**src/rtl/led_blink_pkg.sv**
```systemverilog
// Shared definitions for the LED blink monitor and the LED_blinker benches:
// FSM state encoding and elaboration-time period/width helpers.
package led_blink_pkg;

  typedef enum logic [1:0] {
    IDLE    = 2'd0,
    ARM     = 2'd1,
    MEASURE = 2'd2
  } state_t;

  function automatic int unsigned exp_cycles(input int unsigned clk_in,
                                             input int unsigned freq_out);
    return clk_in / freq_out;
  endfunction

  function automatic int unsigned timeout_cycles(input int unsigned exp_c);
    return 2 * exp_c;
  endfunction

  function automatic int unsigned cnt_width(input int unsigned exp_c);
    return $clog2(2 * exp_c + 1);
  endfunction

endpackage

```
**src/rtl/sync_edge_detect.sv**
```systemverilog
// Multi-flop synchroniser with registered rising-edge strobe.
// Latency from i_d rising to o_rise is SYNC_STAGES+1 cycles.
module sync_edge_detect #(
  parameter int unsigned SYNC_STAGES = 2
) (
  input  logic i_clk,
  input  logic i_reset_n,
  input  logic i_d,
  output logic o_q,
  output logic o_rise
);

  logic [SYNC_STAGES-1:0] sync_q;
  logic                   prev_q;

  always_ff @(posedge i_clk or negedge i_reset_n) begin
    if (!i_reset_n) begin
      sync_q <= '0;
      prev_q <= 1'b0;
      o_rise <= 1'b0;
    end else begin
      sync_q <= {sync_q[SYNC_STAGES-2:0], i_d};
      prev_q <= sync_q[SYNC_STAGES-1];
      o_rise <= sync_q[SYNC_STAGES-1] & ~prev_q;
    end
  end

  assign o_q = sync_q[SYNC_STAGES-1];

endmodule

```
**src/rtl/led_blink_monitor.sv**
```systemverilog
// Receive-side checker for the LED blinker: measures rise-to-rise period,
// flags out-of-tolerance periods and a stuck line, and tracks lock.
module led_blink_monitor
  import led_blink_pkg::*;
#(
  parameter  int unsigned CLK_IN      = 300,
  parameter  int unsigned FREQ_OUT    = 5,
  parameter  int unsigned TOL         = 2,
  parameter  int unsigned LOCK_COUNT  = 3,
  parameter  int unsigned SYNC_STAGES = 2,
  localparam int unsigned CNT_W       = cnt_width(exp_cycles(CLK_IN, FREQ_OUT))
) (
  input  logic             i_clk,
  input  logic             i_reset_n,
  input  logic             i_en,
  input  logic             i_blink,
  output logic [CNT_W-1:0] o_period,
  output logic             o_period_valid,
  output logic             o_locked,
  output logic             o_err,
  output logic             o_stuck
);

  localparam int unsigned EXP     = exp_cycles(CLK_IN, FREQ_OUT);
  localparam int unsigned TIMEOUT = timeout_cycles(EXP);
  localparam int unsigned GOOD_W  = $clog2(LOCK_COUNT + 1);

  localparam logic [CNT_W-1:0]  LO_C   = CNT_W'(EXP - TOL);
  localparam logic [CNT_W-1:0]  HI_C   = CNT_W'(EXP + TOL);
  localparam logic [CNT_W-1:0]  TO_C   = CNT_W'(TIMEOUT);
  localparam logic [CNT_W-1:0]  ONE_C  = CNT_W'(1);
  localparam logic [GOOD_W-1:0] LOCK_C = GOOD_W'(LOCK_COUNT);
  localparam logic [GOOD_W-1:0] GONE_C = GOOD_W'(1);

  state_t              state, state_d;
  logic [CNT_W-1:0]    cnt, cnt_d;
  logic [GOOD_W-1:0]   good_cnt, good_d;
  logic [CNT_W-1:0]    period_d;
  logic                valid_d, locked_d, err_d, stuck_d;
  logic                rise, in_tol;
  logic                unused_blink_q;

  sync_edge_detect #(
    .SYNC_STAGES(SYNC_STAGES)
  ) u_sync (
    .i_clk     (i_clk),
    .i_reset_n (i_reset_n),
    .i_d       (i_blink),
    .o_q       (unused_blink_q),
    .o_rise    (rise)
  );

  assign in_tol = (cnt >= LO_C) && (cnt <= HI_C);

  always_ff @(posedge i_clk or negedge i_reset_n) begin
    if (!i_reset_n) begin
      state          <= IDLE;
      cnt            <= '0;
      good_cnt       <= '0;
      o_period       <= '0;
      o_period_valid <= 1'b0;
      o_locked       <= 1'b0;
      o_err          <= 1'b0;
      o_stuck        <= 1'b0;
    end else begin
      state          <= state_d;
      cnt            <= cnt_d;
      good_cnt       <= good_d;
      o_period       <= period_d;
      o_period_valid <= valid_d;
      o_locked       <= locked_d;
      o_err          <= err_d;
      o_stuck        <= stuck_d;
    end
  end

  always_comb begin
    state_d  = state;
    cnt_d    = cnt;
    good_d   = good_cnt;
    period_d = o_period;
    valid_d  = 1'b0;
    err_d    = 1'b0;
    locked_d = o_locked;
    stuck_d  = o_stuck;

    if (!i_en) begin
      state_d  = IDLE;
      cnt_d    = '0;
      good_d   = '0;
      locked_d = 1'b0;
      stuck_d  = 1'b0;
    end else begin
      unique case (state)
        IDLE: begin
          cnt_d    = '0;
          good_d   = '0;
          locked_d = 1'b0;
          stuck_d  = 1'b0;
          state_d  = ARM;
        end
        ARM: begin
          if (rise) begin
            state_d = MEASURE;
            cnt_d   = ONE_C;
            stuck_d = 1'b0;
          end else if (cnt == TO_C) begin
            stuck_d = 1'b1;
          end else begin
            cnt_d = cnt + ONE_C;
          end
        end
        MEASURE: begin
          // A rise on the timeout cycle is still a measurement (and a bad one).
          if (rise) begin
            period_d = cnt;
            valid_d  = 1'b1;
            cnt_d    = ONE_C;
            if (in_tol) begin
              good_d = (good_cnt == LOCK_C) ? good_cnt : good_cnt + GONE_C;
              if (good_d == LOCK_C) locked_d = 1'b1;
            end else begin
              good_d   = '0;
              locked_d = 1'b0;
              err_d    = 1'b1;
            end
          end else if (cnt == TO_C) begin
            state_d  = ARM;
            good_d   = '0;
            locked_d = 1'b0;
            err_d    = 1'b1;
            stuck_d  = 1'b1;
          end else begin
            cnt_d = cnt + ONE_C;
          end
        end
        default: state_d = IDLE;
      endcase
    end
  end

endmodule

```
**config.mk**
```make
export PLATFORM = sky130hd
export DESIGN_NAME = led_blink_monitor
export DESIGN_NICKNAME = d
export VERILOG_FILES = /design/src/rtl/led_blink_pkg.sv /design/src/rtl/sync_edge_detect.sv /design/src/rtl/led_blink_monitor.sv
export SDC_FILE = /design/constraint.sdc
export NUM_CORES = 1
export LEC_CHECK = 0
export CORE_MARGIN = 10
export CORE_UTILIZATION = 41
export DETAILED_ROUTE_END_ITERATION = 16
export PLACE_DENSITY_LB_ADDON = 0.3
export SKIP_CTS_REPAIR_TIMING = 1
export SLEW_MARGIN = 20
export SYNTH_ARGS = -nofsm -noshare
export SYNTH_HDL_FRONTEND = slang
export SYNTH_SLANG_ARGS = --single-unit
```
**constraint.sdc**
```tcl
create_clock -name i_clk -period 2.3 [get_ports i_clk]
set_input_delay 0.345 -clock i_clk [delete_from_list [all_inputs] [get_ports i_clk]]
set_output_delay 0.345 -clock i_clk [all_outputs]
set_load 0.02 [all_outputs]
```
==> metrics.md <==
| Metric | Value |
|---|---|
| Outcome | complete, no violations |
| Tot GR Track Use | between 8 and 9% |
| Max Clk Rate | 530 MHz |
| Yosys top cell area share | 50.4% |
| Die ar. | 5790 um^2 |
| Initial DRC count | 28 |
| Crit. End Element | flop |
| Reg-to-Reg End | cnt[6] |
| Post-Route WL | 2.43 mm |
| Flop-to-flop setup slack | ~0.41 ns |
| Sequential area share after synthesis | between 50% and 60% |
| Most frequent cells in the layout | 26 x dfrtp_1, 14 x clkdlybuf4s50_1, 13 x nand2_1, 9 x inv_1, 8 x o21ai_1 |
| CP required | 2.52 ns |
| RSZ-0062 raised after global routing | no |
| Worst reg2reg path depth | 6 |
| Routed len/inst | between 10 and 15 um |
| Multi-input combinational cell area | just under 600 um^2 |
| Period utilization | between 80% and 90% |
| Routed via count | 950 |
| Final hold violations | 0 |
| Reg2reg start | state[0] |
| Hold Crit Class | input port to async pin |
| Storage element area | 651 um^2 |
| DRC | 0 |
| Area Growth Syn to Fin | 16.3% |
| Clock latency on the worst-skew pair | 0.32 ns |
| CTS Buf Count | 3 |
| Leading area contributor after synthesis | dfrtp_1 |
| Fillers | 284 |
| CP endpoint | cnt[6] |
| I/O pin total | 15 |
| Crit-path max FO | 7 |
| Synth top area cells | dfrtp_1 50%, ha_1 6.8%, nand2_1 3.8% |
| Die H | roughly 76 um |
| GR Overflow Total | 0 |
| CTS max path bufs | 2 |
| Critical path data arrival time | 2.10 ns |
| Min Hold Slack | 0.373 ns |
| Post-route ant nets | 0 |
| PortBufs | 14 |
| Final worst path period need | between 1.5 and 2 ns |
| Net Count, Synth | 131 |
| Die X | 76.1 um |
| Startpoint Class | flop |
| Post-synthesis register bit count | 26 |
| Initial antenna violation count | 0 |
| Placed instance count | ~180 |
| Mapped cell area | ~1300 um^2 |
| Row count | 20 |
| First-pass GRT wire length | 4.42 mm |
| Proportion of layout cells with a drive suffix above 1 | a little under an eighth |
| Detailed Routing Iterations Pass 1 | 4 |
| RePlAce Congestion | approximately 0.86 |
| Final sum of negative setup slack | 0 ns |
| Cell Pwr Density | 650 nW/um^2 |
| Clock Root Buffer | clkbuf_4 |
| Syn Inst Count | 120 |
| Initial Utilization | 42.6% |
| Most common cell after layout, fill and taps aside | dfrtp_1 |
| CTS tree | yes |
| Final std cells w/o fill | 179 |
| Clock Pin Slew Worst Setup and Hold Paths | 0.13 ns |
| Leakage Power | 0.642 nW |
| Max-cap violations | 0 |
| Count of pins over their slew limit | 0 |
| Slew HR | 69.7% |
| Nets | around 150 |
| Least-Margin Pin Slew | 0.453 ns |
| CTS H-Tree Depth | 1 |
| Warning count from the yosys run | 0 |
| Ant diodes | 0 |
| Clock skew | 0.00471 ns |
| VDD IR max | 0.000358 V |
| Via density | 5.31 |
| Setup violations, final | 0 |
| Vias in the first global route | 931 |
| Core area | about 3000 um^2 |
| CTS sink cnt | 26 |
| Post-Syn Area per Cell | between 10 and 15 um^2 |
| Count of cell types in the netlist | 35 |
| Worst setup path start | state[0] |
| Critical path class | flop to flop |
| Hpwl dp | between 1.5 and 2 mm |
| Largest net degree at the start of global routing | 27 |
-- through the flow --
stage                     utilization (%)  cell area [um^2]  power (W)  setup WS (ns)
after CTS                            49.6              1500   0.000994          0.410
after global routing                 49.6              1500    0.00105          0.182
after floorplan                         -              1290   0.000721          0.657
after global placement               48.8              1480   0.000791          0.401
final                                49.6              1500   0.000975          0.415
after detailed placement             48.8              1480   0.000800          0.335
-- power breakdown --
group          total (W)  leakage (nW)  switching, W  internal (W)
registers       0.000517         0.353     0.0000314      0.000486
clock network   0.000186        0.0138      0.000125     0.0000614
logic           0.000272         0.275      0.000160      0.000112
total           0.000975         0.642      0.000316      0.000659
-- critical path: stages, from the launching register on --
cell      delay, ns
dfrtp_1        0.48
inv_1          0.11
ha_1           0.34
nand3b_1       0.23
o41ai_4        0.42
o21ai_1        0.13
o41ai_1        0.07
-- logic make-up after synthesis --
logic type	synth area share (%)
buffers and inverters	3.78
multiplexers	3.49
XOR/XNOR	0.678
AND/OR/NAND/NOR	15.7
flip-flops	50.4
adder cells (fa/ha/maj)	6.78
AO/OA/AOI/OAI	19.2
-- registers in the layout, indices dropped and copies added (netlist names), 2 cells and up --
name           count
cnt                7
good_cnt           2
o_period           7
state              2
u_sync.sync_q      2
-- how the worst min path moves through the flow --
stage / startpoint / endpoint / slack, ns
floorplan: i_reset_n / cnt[0] / 0.05
detailed placement: u_sync.sync_q[0] / u_sync.sync_q[1] / 0.34
global placement: u_sync.sync_q[0] / u_sync.sync_q[1] / 0.34
CTS: i_reset_n / o_period[2] / 0.37
finish: i_reset_n / o_period[2] / 0.37
global route: i_reset_n / cnt[0] / 0.38
-- routing by layer --
| layer | global-route usage, % | wire length (um) | vias up |
|---|---|---|---|
| met4 | 2.23 | 29 | 0 |
| met5 | 0 | 0 | - |
| met3 | 3.66 | 158 | 5 |
| met1 | 9.98 | 1060 | 466 |
| met2 | 15.3 | 1180 | 21 |
| li1 | - | - | 458 |
-- final cells by class --
class                           instances  share of cell area, %
Sequential cell                        26                   43.3
Inverter                                9                   2.25
Multi-Input combinational cell         82                   39.4
Tap cell                               44                   3.67
Clock buffer                            3                   1.50
Timing Repair Buffer                   15                   9.83
-- synthesized netlist by cell type --
master	count
mux2_2	4
o41ai_1	1
o41ai_2	1
nand3b_1	1
nand2_2	1
nor3_1	2
ha_1	7
xnor2_1	1
o21ba_2	1
nand4_1	1
nand3_1	4
o2111ai_1	1
a211oi_1	2
o221ai_2	1
nand2_1	13
nor4_2	1
nand3_4	1
o41a_1	1
dfrtp_1	26
o41ai_4	1
o31ai_1	2
nor3_2	1
nand4bb_1	1
and3_1	1
a21oi_1	6
nor2b_1	3
o21ai_0	6
a21boi_1	1
inv_1	9
buf_2	3
or3b_1	1
o22ai_1	1
a31oi_1	1
nor2_1	5
o21ai_1	8
(Power assumes the default switching activity.)
